[config.mk]
export PLATFORM = sky130hd
export DESIGN_NAME = multicycle_controller
export DESIGN_NICKNAME = d
export VERILOG_FILES = /design/src/rtl/ctrl_pkg.sv /design/src/rtl/imm_src_decoder.sv /design/src/rtl/multicycle_controller.sv
export SDC_FILE = /design/constraint.sdc
export NUM_CORES = 1
export LEC_CHECK = 0
export ABC_AREA = 0
export BUFFER_PORTS_ARGS = -buffer_cell sky130_fd_sc_hd__buf_2
export CAP_MARGIN = 20
export CORE_ASPECT_RATIO = 1.1
export CORE_MARGIN = 2
export CORE_UTILIZATION = 30
export DETAILED_ROUTE_END_ITERATION = 8
export PLACE_DENSITY_LB_ADDON = 0.05
export REMOVE_ABC_BUFFERS = 1
export SYNTH_ARGS = -nofsm -noshare
export SYNTH_HDL_FRONTEND = slang
export SYNTH_SLANG_ARGS = --single-unit
[constraint.sdc]
create_clock -name clk -period 2.19 [get_ports clk]
set_input_delay 0.219 -clock clk [delete_from_list [all_inputs] [get_ports clk]]
set_output_delay 0.219 -clock clk [all_outputs]
set_load 0.1 [all_outputs]
[src/rtl/ctrl_pkg.sv]
// Shared types and encodings for the RV32I multicycle control unit.
package ctrl_pkg;

  typedef enum logic [3:0] {
    StFetch, StDecode, StMemAdr, StMemRead, StMemWb, StMemWrite, StExecR, StExecI,
    StAluWb, StBranch, StJal, StJalr, StJalrLink, StLui, StAuipc, StTrap
  } state_e;

  localparam logic [6:0] OpLoad   = 7'b0000011;
  localparam logic [6:0] OpStore  = 7'b0100011;
  localparam logic [6:0] OpR      = 7'b0110011;
  localparam logic [6:0] OpImm    = 7'b0010011;
  localparam logic [6:0] OpBranch = 7'b1100011;
  localparam logic [6:0] OpJal    = 7'b1101111;
  localparam logic [6:0] OpJalr   = 7'b1100111;
  localparam logic [6:0] OpLui    = 7'b0110111;
  localparam logic [6:0] OpAuipc  = 7'b0010111;

  localparam logic [2:0] ImmI = 3'b000;
  localparam logic [2:0] ImmS = 3'b001;
  localparam logic [2:0] ImmB = 3'b010;
  localparam logic [2:0] ImmJ = 3'b011;
  localparam logic [2:0] ImmU = 3'b100;

  localparam logic [1:0] RsAluOut    = 2'b00;
  localparam logic [1:0] RsData      = 2'b01;
  localparam logic [1:0] RsAluResult = 2'b10;
  localparam logic [1:0] RsImmExt    = 2'b11;

  localparam logic [1:0] SaPc    = 2'b00;
  localparam logic [1:0] SaOldPc = 2'b01;
  localparam logic [1:0] SaRd1   = 2'b10;

  localparam logic [1:0] SbRd2  = 2'b00;
  localparam logic [1:0] SbImm  = 2'b01;
  localparam logic [1:0] SbFour = 2'b10;

  localparam logic [1:0] AopAdd   = 2'b00;
  localparam logic [1:0] AopSub   = 2'b01;
  localparam logic [1:0] AopFunct = 2'b10;

endpackage

[src/rtl/imm_src_decoder.sv]
// Combinational opcode to immediate-type decode.
module imm_src_decoder
  import ctrl_pkg::*;
#(
  parameter int unsigned OP_W     = 7,
  parameter int unsigned IMMSRC_W = 3
) (
  input  logic [OP_W-1:0]     op,
  output logic [IMMSRC_W-1:0] imm_src
);

  always_comb begin
    imm_src = IMMSRC_W'(ImmI);
    case (op)
      OP_W'(OpLoad), OP_W'(OpImm), OP_W'(OpJalr): imm_src = IMMSRC_W'(ImmI);
      OP_W'(OpStore):                             imm_src = IMMSRC_W'(ImmS);
      OP_W'(OpBranch):                            imm_src = IMMSRC_W'(ImmB);
      OP_W'(OpJal):                               imm_src = IMMSRC_W'(ImmJ);
      OP_W'(OpLui), OP_W'(OpAuipc):               imm_src = IMMSRC_W'(ImmU);
      default:                                    imm_src = IMMSRC_W'(ImmI);
    endcase
  end

endmodule

[src/rtl/multicycle_controller.sv]
// Moore multicycle control FSM for RV32I with trap flag and retire counter.
// Define MEM_WAIT_EN to stall FETCH/MEMREAD/MEMWRITE on mem_ready.
module multicycle_controller
  import ctrl_pkg::*;
#(
  parameter int unsigned OP_W     = 7,
  parameter int unsigned IMMSRC_W = 3,
  parameter int unsigned CNT_W    = 32
) (
  input  logic                clk,
  input  logic                rst_n,
  input  logic [OP_W-1:0]     op,
  input  logic                BranchTaken,
  input  logic                mem_ready,
  output logic                PCWrite,
  output logic                AdrSrc,
  output logic                MemWrite,
  output logic                IRWrite,
  output logic                RegWrite,
  output logic [1:0]          ResultSrc,
  output logic [1:0]          ALUSrcA,
  output logic [1:0]          ALUSrcB,
  output logic [1:0]          ALUOp,
  output logic [IMMSRC_W-1:0] ImmSrc,
  output logic                illegal,
  output logic                retire,
  output logic [CNT_W-1:0]    retired_count
);

  state_e           state_q, state_d;
  logic             is_load_q;
  logic             illegal_q;
  logic [CNT_W-1:0] count_q;
  logic             pc_update, branch, mem_ok;

`ifdef MEM_WAIT_EN
  assign mem_ok = mem_ready;
`else
  logic unused_mem_ready;
  assign unused_mem_ready = mem_ready;
  assign mem_ok = 1'b1;
`endif

  imm_src_decoder #(
    .OP_W     (OP_W),
    .IMMSRC_W (IMMSRC_W)
  ) u_imm_src_decoder (
    .op      (op),
    .imm_src (ImmSrc)
  );

  always_comb begin
    state_d   = state_q;
    pc_update = 1'b0;
    branch    = 1'b0;
    AdrSrc    = 1'b0;
    MemWrite  = 1'b0;
    IRWrite   = 1'b0;
    RegWrite  = 1'b0;
    retire    = 1'b0;
    ResultSrc = RsAluOut;
    ALUSrcA   = SaPc;
    ALUSrcB   = SbRd2;
    ALUOp     = AopAdd;
    unique case (state_q)
      StFetch: begin
        IRWrite   = mem_ok;
        pc_update = mem_ok;
        ALUSrcB   = SbFour;
        ResultSrc = RsAluResult;
        if (mem_ok) state_d = StDecode;
      end
      StDecode: begin
        ALUSrcA = SaOldPc;
        ALUSrcB = SbImm;
        case (op)
          OP_W'(OpLoad), OP_W'(OpStore): state_d = StMemAdr;
          OP_W'(OpR):                    state_d = StExecR;
          OP_W'(OpImm):                  state_d = StExecI;
          OP_W'(OpBranch):               state_d = StBranch;
          OP_W'(OpJal):                  state_d = StJal;
          OP_W'(OpJalr):                 state_d = StJalr;
          OP_W'(OpLui):                  state_d = StLui;
          OP_W'(OpAuipc):                state_d = StAuipc;
          default:                       state_d = StTrap;
        endcase
      end
      StMemAdr: begin
        ALUSrcA = SaRd1;
        ALUSrcB = SbImm;
        state_d = is_load_q ? StMemRead : StMemWrite;
      end
      StMemRead: begin
        AdrSrc = 1'b1;
        if (mem_ok) state_d = StMemWb;
      end
      StMemWb: begin
        ResultSrc = RsData;
        RegWrite  = 1'b1;
        retire    = 1'b1;
        state_d   = StFetch;
      end
      StMemWrite: begin
        AdrSrc   = 1'b1;
        MemWrite = 1'b1;
        retire   = mem_ok;
        if (mem_ok) state_d = StFetch;
      end
      StExecR: begin
        ALUSrcA = SaRd1;
        ALUOp   = AopFunct;
        state_d = StAluWb;
      end
      StExecI: begin
        ALUSrcA = SaRd1;
        ALUSrcB = SbImm;
        ALUOp   = AopFunct;
        state_d = StAluWb;
      end
      StAluWb: begin
        RegWrite = 1'b1;
        retire   = 1'b1;
        state_d  = StFetch;
      end
      StBranch: begin
        ALUSrcA = SaRd1;
        ALUOp   = AopSub;
        branch  = 1'b1;
        retire  = 1'b1;
        state_d = StFetch;
      end
      StJal: begin
        ALUSrcA   = SaOldPc;
        ALUSrcB   = SbFour;
        pc_update = 1'b1;
        state_d   = StAluWb;
      end
      StJalr: begin
        ALUSrcA   = SaRd1;
        ALUSrcB   = SbImm;
        ResultSrc = RsAluResult;
        pc_update = 1'b1;
        state_d   = StJalrLink;
      end
      StJalrLink: begin
        ALUSrcA = SaOldPc;
        ALUSrcB = SbFour;
        state_d = StAluWb;
      end
      StLui: begin
        ResultSrc = RsImmExt;
        RegWrite  = 1'b1;
        retire    = 1'b1;
        state_d   = StFetch;
      end
      StAuipc: begin
        ALUSrcA = SaOldPc;
        ALUSrcB = SbImm;
        state_d = StAluWb;
      end
      StTrap:  state_d = StTrap;
      default: state_d = StTrap;
    endcase
    PCWrite = pc_update | (branch & BranchTaken);
  end

  // The load/store choice is latched in DECODE because op may change afterwards.
  always_ff @(posedge clk or negedge rst_n) begin
    if (!rst_n) begin
      state_q   <= StFetch;
      is_load_q <= 1'b0;
      illegal_q <= 1'b0;
      count_q   <= '0;
    end else begin
      state_q <= state_d;
      if (state_q == StDecode) is_load_q <= (op == OP_W'(OpLoad));
      if (state_d == StTrap) illegal_q <= 1'b1;
      if (retire) count_q <= count_q + CNT_W'(1);
    end
  end

  assign illegal       = illegal_q;
  assign retired_count = count_q;

endmodule

==> flow_summary.yaml, run 1 <==
setup_path:
  cp-end-kind: "primary output"
  cpMaxStageDelayCell: "dfrtp_2"
  critical_path.max_fanout: 16
  reg2reg_slack_ns: 0.47
  cp_cell_sequence: "nand2b_1, nand2_1, xnor2_1, a21o_1, buf_2"
  cp_data_required_time_ns: 1.97
  path_class: "reg -> out"
  critPathBufInv: 1
  cpLargestDelayFamily: "flip-flops"
  regToRegStartpoint: "state_q[1]"
  slowest_delay_ns: 0.51
  r2r-end: "retired_count[25]"
  reg2reg_depth: 5
  crit_path_start_kind: "register"
  critPathArrivalTime_ns: 1.82
cts:
  clk-insertion-delay-late_ns: 0.29
  cts_sinks: 38
  cts_buffers: 5
  cts_tree: "built"
  cts-root-buf: "clkbuf_8"
  path_clk_slew_ns: 0.08
  cts_max_level: 2
  cts_buffer_depth: 2
power_and_ir_drop:
  power_switching_mw: 2.36
  switching_share: 0.585
  clockPowerShare: 0.147
  p_per_area_nw_per_um2: 1490
  peakVddDrop_uv: 1430
  power_frac_comb: 0.610
  p_seq_frac: 0.243
  internal_power_mw: 1.68
  p_leak_nw: 1.37
floorplanning:
  fp.dieH_um: 93.5
  dieArea_um2: 7970
  ioPinCount: 61
  initial_core_util: 0.310
  die_w_um: 85.3
  core_area_um2: 7050
  fp-row-count: 32
placement:
  dpl-instance-area_um2: 2600
  hpwl_um: 3860
  dp_cells: 368
  dp_slack_ns: 0.365
  gp_routability_congestion: 0.743
  portBuffers: 59
timing:
  fin_skew_ns: 0.00641
  holdWs_ns: 0.194
  setup_ws_ns: 0.155
  post-route-period-util: 0.929
  slew_violations: 0
  rsz0062_at_grt: "false"
  setup_viol: 0
  worstMarginPinSlew_ns: 0.519
  relSlewSlack: 0.645
  final_hold_viol_count: 0
  fmax_ghz: 0.491
  period_needed_ns: 2.04
yosys:
  synth_edf_count: 0
  synthCells: 232
  yosysSeqAreaShare: 0.436
  synth_flop_cell: "dfrtp_1"
  async_reset_ff_frac: 1.00
  synth_cell_types: 41
  yosys_warnings: 0
  ys_ff_latch: 38
  synth.avg_cell_area_um2: 9.41
  mappedNetlistArea_um2: 2180
global_routing:
  grt_pass1_wl_um: 8750
  grt_pass1_vias: 1732
  grtUsageTotal: 0.139
  grt_max_degree: 21
  grt-ovfl-total: 0
  antenna_found_initial: 0
drt:
  detail-route-antenna-nets: 0
  drcViolationCount: 0
  routedWlPerCell_um: 14.3
  via_count: 1874
  drt_wl_total_um: 5390
  post_drt_via_cell_ratio: 4.97
  drtIter0Drc: 55
  firstDrtPassIters: 4
hold_path:
  worstHoldPathCells: 2
  hold_start: "op[5]"
  worstHoldEndpoint: "is_load_q"
  hold_class: "in -> reg"
outcome:
  status: "finished clean"
cells_and_area:
  n_antenna_cell: 0
  design_area_um2: 2720
  final.fill_count: 741
  syn_to_final_growth_pct: 24.7
  final_cell_mix: "buf_2, dfrtp_1, nand2_1, xnor2_1, nand4_1"
  nets: 303
  final_common_cell: "buf_2"
  stdcell_count: 377
  drive_gt1_frac: 0.277
  post-route-util: 0.386
run:
  max_cap_violations: 0
flip-flops by register name (all words and copies together) (netlist names):
signal         flops
is_load_q          1
illegal            1
retired_count     32
state_q            4
logic make-up after synthesis:
family / after synthesis / synth area share
buf+inv: 19 / 0.0390
compound gates: 22 / 0.0723
simple gates: 117 / 0.304
fa+ha+maj: 1 / 0.00573
flops: 38 / 0.436
mux: 2 / 0.0103
xor+xnor: 33 / 0.132
layout make-up:
type	count	area, um^2	share of cell area
Clock inverter	3	40.0	0.0147
Clock buffer	5	68.8	0.0253
Inverter	4	15.0	0.00552
Sequential cell	38	955	0.351
Multi-Input combinational cell	175	1150	0.421
Tap cell	85	106	0.0391
Timing Repair Buffer	67	390	0.143
timing repair:
action / 4_1_cts / 5_1_grt
resized for setup: 0 / 4
endpoints found under the setup margin: 0 / 7
buffers inserted: 0 / 0
hold buffers: 1 / 0
hold endpoints to repair: 18 / 0
routing by layer:
metal / vias to the layer above / global-route usage / wire (um)
met1: 873 / 0.181 / 2490
li1: 951 / - / -
met2: 48 / 0.230 / 2600
met5: - / 0 / 0
met4: 0 / 0.0357 / 27
met3: 2 / 0.0335 / 272
through the flow:
step	TNS (ns)	power [mW]
floorplan	-10.54	2.95
global placement	0	3.46
detailed placement	0	3.46
CTS	0	4.07
global route	0	4.27
finish	0	4.04
synth_stat cells, drive strengths merged (2+ instances only):
master | count | area share
buf | 6 | 0.017
or2 | 3 | 0.0086
a21oi | 3 | 0.0069
nor4b | 2 | 0.0080
a211oi | 2 | 0.0069
and4 | 8 | 0.032
a2111oi | 2 | 0.0080
nor3 | 10 | 0.023
nand3b | 2 | 0.0069
nand4 | 16 | 0.046
nor2b | 2 | 0.0057
o21ai | 4 | 0.0092
and2 | 4 | 0.011
and3 | 12 | 0.035
clkbuf | 9 | 0.015
xnor2 | 18 | 0.072
nand3 | 8 | 0.018
xor2 | 15 | 0.060
mux2 | 2 | 0.010
nand2b | 6 | 0.017
nor2 | 14 | 0.024
inv | 4 | 0.0069
dfrtp | 38 | 0.44
nand2 | 19 | 0.033
nor4 | 8 | 0.023
a21o | 4 | 0.014
worst max-delay path by stage:
stage                              to  startpoint  slack, ns  cells past startpoint
global route               ALUSrcB[0]  state_q[3]       0.02                      5
global placement    retired_count[25]  state_q[2]       0.36                      5
CTS                        ALUSrcB[0]  state_q[3]       0.03                      5
floorplan                   ImmSrc[1]       op[3]      -3.14                      2
finish                     ALUSrcB[0]  state_q[3]       0.15                      5
detailed placement         ALUSrcB[0]  state_q[3]       0.37                      5
power by group through the flow:
stage          logic [mW]  clock network [mW]  registers (mW)
6_report             2.47               0.594           0.983
5_1_grt              2.59               0.663            1.01
4_1_cts              2.47               0.622           0.975
3_5_place_dp         2.47                   0           0.991
3_3_place_gp         2.47                   0           0.992
2_1_floorplan        1.59                   0            1.36
No activity file was read; power rests on OpenSTA's default activity.
==> run 2: changes to the inputs <==
--- a/config.mk
+++ b/config.mk
@@ -11,5 +11,5 @@
 export CORE_ASPECT_RATIO = 1.1
-export CORE_MARGIN = 2
 export CORE_UTILIZATION = 30
 export DETAILED_ROUTE_END_ITERATION = 8
+export MAX_ROUTING_LAYER = met4
 export PLACE_DENSITY_LB_ADDON = 0.05
==> constraint.sdc (replaced) <==
create_clock -name clk -period 2.19 [get_ports clk]
set_input_delay 0 -clock clk [delete_from_list [all_inputs] [get_ports clk]]
set_output_delay 0 -clock clk [all_outputs]
set_load 0.1 [all_outputs]
==> run 2 against run 1 <==
  * Combinational power is 3% lower
  * Non-clock buffer count is 1 higher
  * Sequential share of layout area is 0.35 points higher
  * Clock power is 15% lower
  * Total power is 4.8% lower
  * Global-route usage is 0.93 points higher
  * Sequential power is 2.4% lower
  * Final area is 1.4% lower
  * First-iteration DRC count is 15% lower
  * Final cell count is 0.27% higher
  * Hold slack worse by 0.17 ns
  * Largest cell class unchanged
  * Largest power group unchanged
==> flow_summary.yaml, run 2 (synthesis results as in run 1) <==
global_routing:
  grt-ovfl-total: 0
  grt_pass1_wl_um: 8910
  grt_pass1_vias: 1809
  grt_max_degree: 39
  grtUsageTotal: 0.148
  antenna_found_initial: 0
setup_path:
  startpoint: "state_q[3]"
  crit_path_start_kind: "register"
  critPathArrivalTime_ns: 2.03
  regToRegStartpoint: "state_q[0]"
  path_class: "reg -> out"
  r2r-end: "retired_count[27]"
  reg2reg_depth: 5
  cp_data_required_time_ns: 2.19
  setup.worst_path.end: "RegWrite"
  critical_path.max_fanout: 16
  cp-end-kind: "primary output"
  reg2reg_slack_ns: 0.41
hold_path:
  hold_class: "in -> reg"
  hold_start: "op[4]"
power_and_ir_drop:
  p_leak_nw: 1.35
  p_per_area_nw_per_um2: 1430
  peakVddDrop_uv: 1320
timing:
  final_hold_viol_count: 0
  fin_skew_ns: 0.00778
  fmax_ghz: 0.492
  period_needed_ns: 2.03
  relSlewSlack: 0.440
  slew_violations: 0
  rsz0062_at_grt: "false"
  finalSetupTns_ns: 0
  post-route-period-util: 0.928
  holdWs_ns: 0.0275
  worstMarginPinSlew_ns: 0.841
  setup_ws_ns: 0.158
  setup_viol: 0
placement:
  hpwl_um: 3780
  dpl-instance-area_um2: 2570
  dp_slack_ns: 0.419
  gp_routability_congestion: 0.735
  portBuffers: 59
floorplanning:
  die_w_um: 83.3
  core_area_um2: 7010
  fp.dieH_um: 91.5
  fp-row-count: 32
  dieArea_um2: 7620
  initial_core_util: 0.311
  ioPinCount: 61
cells_and_area:
  post-route-util: 0.383
  drive_gt1_frac: 0.266
  final_common_cell: "buf_2"
  syn_to_final_growth_pct: 23.0
  nets: 304
  n_antenna_cell: 0
  largest_reg_flops: 32
  final_cell_mix: "buf_2, dfrtp_1, nand2_1, xnor2_1, nand4_1"
  design_area_um2: 2680
outcome:
  status: "finished clean"
drt:
  post_drt_via_cell_ratio: 5.08
  routedWlPerCell_um: 14.4
  drt_wl_total_um: 5460
  via_count: 1921
  detail-route-antenna-nets: 0
  drcViolationCount: 0
  firstDrtPassIters: 4
  drtIter0Drc: 47
cts:
  clk-insertion-delay-late_ns: 0.29
  cts-root-buf: "clkbuf_8"
  cts_tree: "built"
  cts_buffers: 5
  cts_sinks: 38
  path_clk_slew_ns: 0.08
  cts_buffer_depth: 2
  cts_max_level: 2
run:
  max_cap_violations: 0
## run 2: cell types whose count changed in the layout (fill, tap and decap cells not counted)
cell and delta:
clkbuf_8 +1, clkinv_2 -1, buf_2 +2, buf_12 -2, dfrtp_2 -3, dlygate4sd3_1 +1, dfrtp_1 +3, bufinv_16 -1
clkinvlp_4 +1
## run 2: worst max-delay path, stage by stage (launching register included)
cell and delay, ns:
dfrtp_1 0.62, nand2b_1 0.23, nand2_1 0.11, mux2_2 0.27
nor2_1 0.08, buf_2 0.43
## run 2: worst min-delay path by stage
stage,to,cells after the start
detailed placement,retired_count[10],1
floorplan,illegal,0
CTS,is_load_q,2
finish,is_load_q,2
global route,is_load_q,2
global placement,retired_count[10],1
## run 2: per-stage QoR
| stage | cells | power, mW |
|---|---|---|
| 5_1_grt | 378 | 4.04 |
| 2_1_floorplan | 217 | 2.95 |
| 6_report | 378 | 3.85 |
| 4_1_cts | 378 | 3.89 |
| 3_5_place_dp | 368 | 3.36 |
| 3_3_place_gp | 368 | 3.36 |
## run 2: area by class of cell
| cell class | instances | area [um^2] |
|---|---|---|
| clock inverter | 2 | 12.5 |
| clock buffer | 6 | 82.6 |
| timing repair buffer | 68 | 370 |
| inverter | 4 | 15.0 |
| multi-input combinational | 175 | 1150 |
| sequential | 38 | 951 |
| fill | 737 | 4320 |
| tap | 85 | 106 |
## run 2: metal layers
layer	part of all wire	global-route usage	vias up
li1	-	-	957
met4	0.0097	0.0517	0
met5	0	-	-
met2	0.49	0.245	55
met1	0.46	0.182	905
met3	0.045	0.0245	4
## run 2: what timing repair did
action                                  4_1_cts  5_1_grt
endpoints found under the hold margin        39        0
resized for setup                             0        1
buffers inserted                              0        0
endpoints found under the setup margin        0        1
hold buffers                                  2        0
## run 2: report_power, final
part           leakage [nW]  switching (mW)  internal [mW]  total, mW
Combinational         0.798            1.93          0.460       2.39
Sequential            0.509           0.164          0.795      0.959
Clock                0.0472           0.251          0.253      0.504
Total                  1.35            2.34           1.51       3.85
